### src/rtl/ci_issue_controller.sv
// Custom-instruction bus initiator: accepts one request, issues a single start
// pulse, waits for done or timeout, and returns result and latency through a
// valid/ready response channel. One request outstanding at a time.
module ci_issue_controller #(
  parameter int unsigned TIMEOUT_CYCLES = 255,
  parameter int unsigned LAT_WIDTH      = 16
) (
  input  logic                 clock,
  input  logic                 reset,
  input  logic                 req_valid,
  output logic                 req_ready,
  input  logic [7:0]           req_ciN,
  input  logic [31:0]          req_valueA,
  input  logic [31:0]          req_valueB,
  output logic                 ciStart,
  output logic [7:0]           ciN,
  output logic [31:0]          ciValueA,
  output logic [31:0]          ciValueB,
  input  logic                 ciDone,
  input  logic [31:0]          ciResult,
  output logic                 ciBusy,
  output logic                 resp_valid,
  input  logic                 resp_ready,
  output logic [31:0]          resp_result,
  output logic                 resp_timeout,
  output logic [LAT_WIDTH-1:0] resp_latency,
  output logic                 err_stray
);

  typedef enum logic [1:0] {
    S_IDLE,
    S_ISSUE,
    S_WAIT,
    S_RESP
  } state_t;

  localparam logic [LAT_WIDTH-1:0] TIMEOUT_VAL = LAT_WIDTH'(TIMEOUT_CYCLES);
  localparam logic [LAT_WIDTH-1:0] CNT_ONE     = LAT_WIDTH'(1);

  state_t               state_q, state_d;
  logic [7:0]           ci_n_q, ci_n_d;
  logic [31:0]          ci_a_q, ci_a_d;
  logic [31:0]          ci_b_q, ci_b_d;
  logic [LAT_WIDTH-1:0] cnt_q, cnt_d;
  logic [31:0]          result_q, result_d;
  logic                 timeout_q, timeout_d;
  logic [LAT_WIDTH-1:0] latency_q, latency_d;
  logic                 stray_q, stray_d;
  logic                 req_ready_q, req_ready_d;
  logic                 start_q, start_d;
  logic                 busy_q, busy_d;
  logic                 resp_valid_q, resp_valid_d;

  // Next-state, capture and registered-output decode.
  // The operand registers double as the ci* bus drivers: loaded on accept,
  // cleared whenever the next state is outside ISSUE/WAIT.
  always_comb begin
    state_d   = state_q;
    ci_n_d    = ci_n_q;
    ci_a_d    = ci_a_q;
    ci_b_d    = ci_b_q;
    cnt_d     = cnt_q;
    result_d  = result_q;
    timeout_d = timeout_q;
    latency_d = latency_q;
    stray_d   = stray_q;

    case (state_q)
      S_IDLE: begin
        if (req_valid) begin
          ci_n_d  = req_ciN;
          ci_a_d  = req_valueA;
          ci_b_d  = req_valueB;
          cnt_d   = '0;
          state_d = S_ISSUE;
        end
      end
      S_ISSUE: begin
        if (ciDone) begin
          result_d  = ciResult;
          latency_d = '0;
          timeout_d = 1'b0;
          cnt_d     = '0;
          state_d   = S_RESP;
        end else begin
          cnt_d   = CNT_ONE;
          state_d = S_WAIT;
        end
      end
      S_WAIT: begin
        if (ciDone) begin
          result_d  = ciResult;
          latency_d = cnt_q;
          timeout_d = 1'b0;
          state_d   = S_RESP;
        end else if (cnt_q == TIMEOUT_VAL) begin
          result_d  = '0;
          latency_d = TIMEOUT_VAL;
          timeout_d = 1'b1;
          state_d   = S_RESP;
        end else if (cnt_q != '1) begin
          cnt_d = cnt_q + CNT_ONE;
        end
      end
      S_RESP: begin
        if (resp_ready) begin
          result_d  = '0;
          timeout_d = 1'b0;
          latency_d = '0;
          state_d   = S_IDLE;
        end
      end
      default: state_d = S_IDLE;
    endcase

    if ((state_q == S_IDLE || state_q == S_RESP) && ciDone) begin
      stray_d = 1'b1;
    end

    if (state_d != S_ISSUE && state_d != S_WAIT) begin
      ci_n_d = '0;
      ci_a_d = '0;
      ci_b_d = '0;
    end

    req_ready_d  = (state_d == S_IDLE);
    start_d      = (state_d == S_ISSUE);
    busy_d       = (state_d != S_IDLE);
    resp_valid_d = (state_d == S_RESP);
  end

  // State and output registers with synchronous reset.
  always_ff @(posedge clock) begin
    if (reset) begin
      state_q      <= S_IDLE;
      ci_n_q       <= '0;
      ci_a_q       <= '0;
      ci_b_q       <= '0;
      cnt_q        <= '0;
      result_q     <= '0;
      timeout_q    <= 1'b0;
      latency_q    <= '0;
      stray_q      <= 1'b0;
      req_ready_q  <= 1'b1;
      start_q      <= 1'b0;
      busy_q       <= 1'b0;
      resp_valid_q <= 1'b0;
    end else begin
      state_q      <= state_d;
      ci_n_q       <= ci_n_d;
      ci_a_q       <= ci_a_d;
      ci_b_q       <= ci_b_d;
      cnt_q        <= cnt_d;
      result_q     <= result_d;
      timeout_q    <= timeout_d;
      latency_q    <= latency_d;
      stray_q      <= stray_d;
      req_ready_q  <= req_ready_d;
      start_q      <= start_d;
      busy_q       <= busy_d;
      resp_valid_q <= resp_valid_d;
    end
  end

  assign req_ready    = req_ready_q;
  assign ciStart      = start_q;
  assign ciN          = ci_n_q;
  assign ciValueA     = ci_a_q;
  assign ciValueB     = ci_b_q;
  assign ciBusy       = busy_q;
  assign resp_valid   = resp_valid_q;
  assign resp_result  = result_q;
  assign resp_timeout = timeout_q;
  assign resp_latency = latency_q;
  assign err_stray    = stray_q;

endmodule
### config.mk
export PLATFORM = sky130hd
export DESIGN_NAME = ci_issue_controller
export DESIGN_NICKNAME = d
export VERILOG_FILES = /design/src/rtl/ci_issue_controller.sv
export SDC_FILE = /design/constraint.sdc
export NUM_CORES = 1
export LEC_CHECK = 0
export ABC_CLOCK_PERIOD_IN_PS = 7850
export BUFFER_PORTS_ARGS = -buffer_cell sky130_fd_sc_hd__buf_2
export CAP_MARGIN = 5
export CORE_MARGIN = 10
export CORE_UTILIZATION = 52
export CTS_CLUSTER_SIZE = 25
export DETAILED_ROUTE_END_ITERATION = 10
export PLACE_DENSITY = 0.86
export SYNTH_ARGS = -nofsm -noshare
export SYNTH_HDL_FRONTEND = slang
export SYNTH_SLANG_ARGS = --single-unit
### constraint.sdc
create_clock -name clock -period 7.85 [get_ports clock]
set_clock_uncertainty 0.05 [all_clocks]
set_input_delay 0.785 -clock clock [delete_from_list [all_inputs] [get_ports clock]]
set_output_delay 0.785 -clock clock [all_outputs]
set_load 0.02 [all_outputs]
# --- Word level (Yosys, flattened, before mapping) ---
# Cells that the tools add are included.
# W data, S select, Z words.
totals:
  out_inout_bits: 126
  latch_bits: 0
  inputBits: 109
  ff_bits: 144
  rom_bits: 0
  elab_cells: 69
  ram_bits: 0
  memories: 0
op_classes:
  magnitude_cmp: 0
  n_div: 0
  n_bitwise: 0
  eq_ne: 16
  addsub: 1
  muxes: 27
  shifts: 0
  multipliers: 0
  reduce_logical: 12
ops:
  columns: ["op", "n"]
  rows:
  - ["$mux W16", 8]
  - ["$mux W32", 4]
  - ["$pmux W16 S3", 2]
  - ["$pmux W32 S3", 1]
  - ["$add A16 B1 Y16 const B", 1]
  - ["$eq A16 B8 Y1 const B", 1]
  - ["$ne A16 B16 Y1 const B", 1]
  - ["$ne A2 B2 Y1 const B", 7]
  - ["$mux W2", 4]
  - ["$pmux W2 S4", 1]
  - ["$eq A2 B2 Y1 const B", 3]
  - ["$mux W1", 6]
  - ["$reduce_bool A3 Y1", 2]
  - ["$reduce_and A5 Y1", 1]
  - ["$eq A2 B1 Y1 const B", 2]
  - ["$logic_not A2 Y1", 2]
  - ["$reduce_and A4 Y1", 1]
  - ["$ne A3 B3 Y1 const B", 1]
  - ["$pmux W1 S3", 1]
  - ["$logic_and A1 B1 Y1", 2]
  - ["$ne A2 B1 Y1 const B", 1]
  - ["$reduce_and A2 Y1", 1]
  - ["$reduce_bool A2 Y1", 1]
  - ["$reduce_or A2 Y1", 1]
  - ["$logic_or A1 B1 Y1", 1]

# --- Longest topological paths before layout ---
logic_depth:
  ltp_word: 7
  depth_mapped: 11
  depth_no_buf: 9

# --- Worst setup path after synthesis ---
# Ideal clock, no wire load.
synth_path:
  kind: "register to register"
  startpoint: "register cnt_q[8]"
  endpoint: "register ci_n_q[0] (netlist: ciN[0])"
  path_stages_with_launch: 10
  setup_ns: 0.132
  t_arrival_ns: 2.573
  setup_slack_ns: 5.094
  n_path_buf: 2
  path_cell_list: "dfxtp_1 buf_6 or4_4 o41ai_2 a211oi_1 a311o_1 ha_1 nand2_1 clkbuf_1 a21oi_1"
synth_between:
  elab_chain_cells: 7
  elab_cells_between_ends: 8
  cone_classes: "eq/ne: 3; mux: 3; reduce/logical: 2"
synth_rtl:
  columns: ["element", "line", "text"]
  rows:
  - ["start: declaration", "44", "logic [LAT_WIDTH-1:0] cnt_q, cnt_d;"]
  - ["start signal: assignment", "153", "cnt_q <= cnt_d;"]
  - ["$eq A16 B8 Y1 (*)", "96", "end else if (cnt_q == TIMEOUT_VAL) begin"]
  - ["$mux W2 (*)", "96", null]
  - ["$mux W2 (*)", "91", "if (ciDone) begin"]
  - ["$pmux W2 S4 (*)", "68", "case (state_q)"]
  - ["$ne A2 B1 Y1 or $ne A2 B2 Y1 (tied branches)", "120", "if (state_d != S_ISSUE && state_d != S_WAIT) begin"]
  - ["$logic_and A1 B1 Y1 (*)", "120", null]
  - ["$reduce_or A2 Y1 (no source line) (*)", null, null]
  - ["end signal: assignment", "150", "ci_n_q <= ci_n_d;"]
  - ["end: declaration", "41", "logic [7:0] ci_n_q, ci_n_d;"]
# Mark *: on every way between the ends. The rest lies on a longest branch, timed or not.
# A chain may end at the register's enable or synchronous reset.

# --- Worst setup path after layout ---
layout_path:
  startpoint: "register cnt_q[0]"
  endpoint: "register ci_b_q[30] (netlist: ciValueB[30])"
layout_between:
  elab_chain_cells: 7
  elab_cells_between_ends: 8
  cone_classes: "eq/ne: 3; mux: 3; reduce/logical: 2"
layout_rtl:
  columns: ["element", "line", "text"]
  rows:
  - ["$eq A16 B8 Y1 (*)", "96", null]
  - ["$mux W2 (*)", "96", null]
  - ["$mux W2 (*)", "91", null]
  - ["$pmux W2 S4 (*)", "68", null]
  - ["$ne A2 B1 Y1 or $ne A2 B2 Y1 (tied branches)", "120", null]
  - ["$logic_and A1 B1 Y1 (*)", "120", null]
  - ["$reduce_or A2 Y1 (no source line) (*)", null, null]
  - ["end signal: assignment", "152", "ci_b_q <= ci_b_d;"]
  - ["end: declaration", "43", "logic [31:0] ci_b_q, ci_b_d;"]
# Marked as above.

==> metrics <==
outcome finished, final reports clean; Core Box Area 0.0107 mm^2; row count 38; Syn Area/Cell 8.17 um^2; TritonCTS Buffers 17; clk_lat worst skew 500 ps; fin crit share 0.451; hold path start resp_result[23]; final instance area 0.00748 mm^2; share of layout cells above drive strength 1 0.312; crit path from cnt_q[0]; Antenna Nets Post-Route 0; fmax 283 MHz; Worst-Margin Slew 1030 ps; post-route minimum period 3540 ps; Synth area leaders dfxtp_1 (51%), nand2_1 (14%), a21oi_1 (11%); register clock-pin slew on the reported worst setup and hold paths 60 ps; Worst setup EP type register; clk sinks 144; PwrDens 364 mW/mm^2; critical-path maximum fanout 54; port buffer count 234; vias in the first global route 5338; number of synthesized flops with an enable pin 0; Vias 5568; number of max-cap violations 0; Cell Area, Synth 0.00567 mm^2; Initial DRT Pass Iterations 5; gr ovfl total 0; Mapped Nets 813; HPWL Detailed 11.9 mm; initial drt markers 414; H-tree depth 4; nets 1026; R2R setup slack 4310 ps; Die H 124 um; leakage power 3.31 nW; unique cell type count in the Yosys netlist 41; cts hold-fix bufs 0; kind of critical path register to register; Synth Flop Type dfxtp_1; final setup vio count 0; n_diodes 0; Synth warnings 0; Placement Cell Area 0.00691 mm^2; Placer Congestion 0.941; postcts setup bufs 0; Die Width 124 um; num ports 235; unrepaired setup endpoints after global routing false; Yosys top cell area share 0.509; Slew Limit Fails 0; CP Data Required Time 8160 ps; sequential element share of the synthesized area 0.509; critical path arrival 3850 ps; Max VDD drop 0.238 mV; fraction of registers with async set/reset 0; initial core utilization 0.527; cell accounting for the most synthesized area dfxtp_1; Die ar. 0.0155 mm^2; DRC 0; Worst Hold Class register to register; Final Hold Viols 0; largest net degree at the start of global routing 73; crit path to ciValueB[30]; post-DR vias/cell 5.25; WL/cell 15.9 um; global router's overall resource usage 0.208; Longest Clk Path Bufs 2; fin cells 1060; Placed Cells incl. Taps 1028; CTS root buffer clkbuf_8; startpoint types register; setup TNS 0 ps; cts repair resizes 0; Relative slew margins 0.315; first-pass GRT wire length 27.1 mm; Total Wirelength 16.8 mm; area grow syn2layout 31.9%; Yosys reg bits 144; CTS tree built; initial antenna violation count 0; Cells after Synth 694; FF-to-FF End ciValueB[30]; Layout Utilization 0.696; r2r startpoint cnt_q[0]; Worst R2R Path Depth 9
sequential cells by signal (all words and copies together), names as in the netlist:
| register | cells |
|---|---|
| resp_valid | 1 |
| resp_result | 32 |
| ciStart | 1 |
| resp_latency | 16 |
| req_ready | 1 |
| ciN | 8 |
| err_stray | 1 |
| cnt_q | 16 |
| state_q | 2 |
| resp_timeout | 1 |
| ciValueA | 32 |
| ciValueB | 32 |
| ciBusy | 1 |
cells in the final DEF, fill, tap and decap left out, types with 5 or more instances in the layout:
master       n
a21oi_1    121
a221oi_1     8
a31oi_1      5
and4_1       6
buf_2      234
buf_4        9
clkbuf_16   16
dfxtp_1    144
ha_1        10
inv_1       11
nand2_1    205
nand3_1      5
nand3b_1    32
nand4_1     18
nor2_1      21
o21ai_1     12
critical path, cell delays in order, from the launching register on:
cell and delay (ps):
dfxtp_1 420, ha_1 240, nand3_1 240, o41ai_2 620, a211oi_1 150, a311o_1 410
ha_1 330, nand2_2 290, buf_4 530, a21oi_1 110
per-layer routing:
layer | routed length (um) | vias up | track usage | part of all wire
met5 | 0 | - | 0 | 0
met4 | 195 | 0 | 0.0521 | 0.012
met3 | 2130 | 15 | 0.117 | 0.13
met2 | 8120 | 237 | 0.348 | 0.48
met1 | 6380 | 2514 | 0.223 | 0.38
li1 | - | 2802 | - | -
cells in the mapped netlist, drive strengths merged (6+ instances only):
cell	count
a21oi	122
a221oi	8
a31oi	6
and4	6
clkbuf	46
dfxtp	144
ha	10
inv	11
nand2	207
nand3b	32
nand4	18
nor2	21
o21ai	16
cell families after synthesis:
family,Yosys count,synth area share
AO/OA/AOI/OAI,172,0.177
adder cells (fa/ha/maj),10,0.0221
AND/OR/NAND/NOR,308,0.251
buffers and inverters,60,0.0415
flip-flops,144,0.509
through the flow:
step                total power, mW  setup WS [ps]  hold slack, ps
global placement               1.96           4480             385
global route                   2.90           4030             414
floorplan                      1.65           5090             410
detailed placement             1.98           4400             392
finish                         2.72           4310             398
CTS                            2.75           4350             400
worst min-delay path by stage:
stage | end | slack (ps) | cells past startpoint
floorplan | cnt_q[15] | 410 | 1
global placement | resp_result[26] | 380 | 2
detailed placement | resp_result[23] | 390 | 2
CTS | resp_latency[9] | 400 | 2
global route | resp_result[2] | 410 | 2
finish | resp_result[23] | 400 | 2
power by group:
group / total (mW) / switching (mW) / internal [mW]
clock: 0.770 / 0.308 / 0.462
sequential: 0.978 / 0.0785 / 0.900
combinational: 0.976 / 0.664 / 0.313
total: 2.72 / 1.05 / 1.67
area by class of cell:
cell class	count	area [um^2]
inverters	11	41.3
clock inverters	12	133
well taps	140	175
repair buffers	243	1240
fillers	914	3270
clock buffers	20	435
flip-flops and latches	144	2880
multi-input cells	490	2570
(Power assumes the default switching activity.)
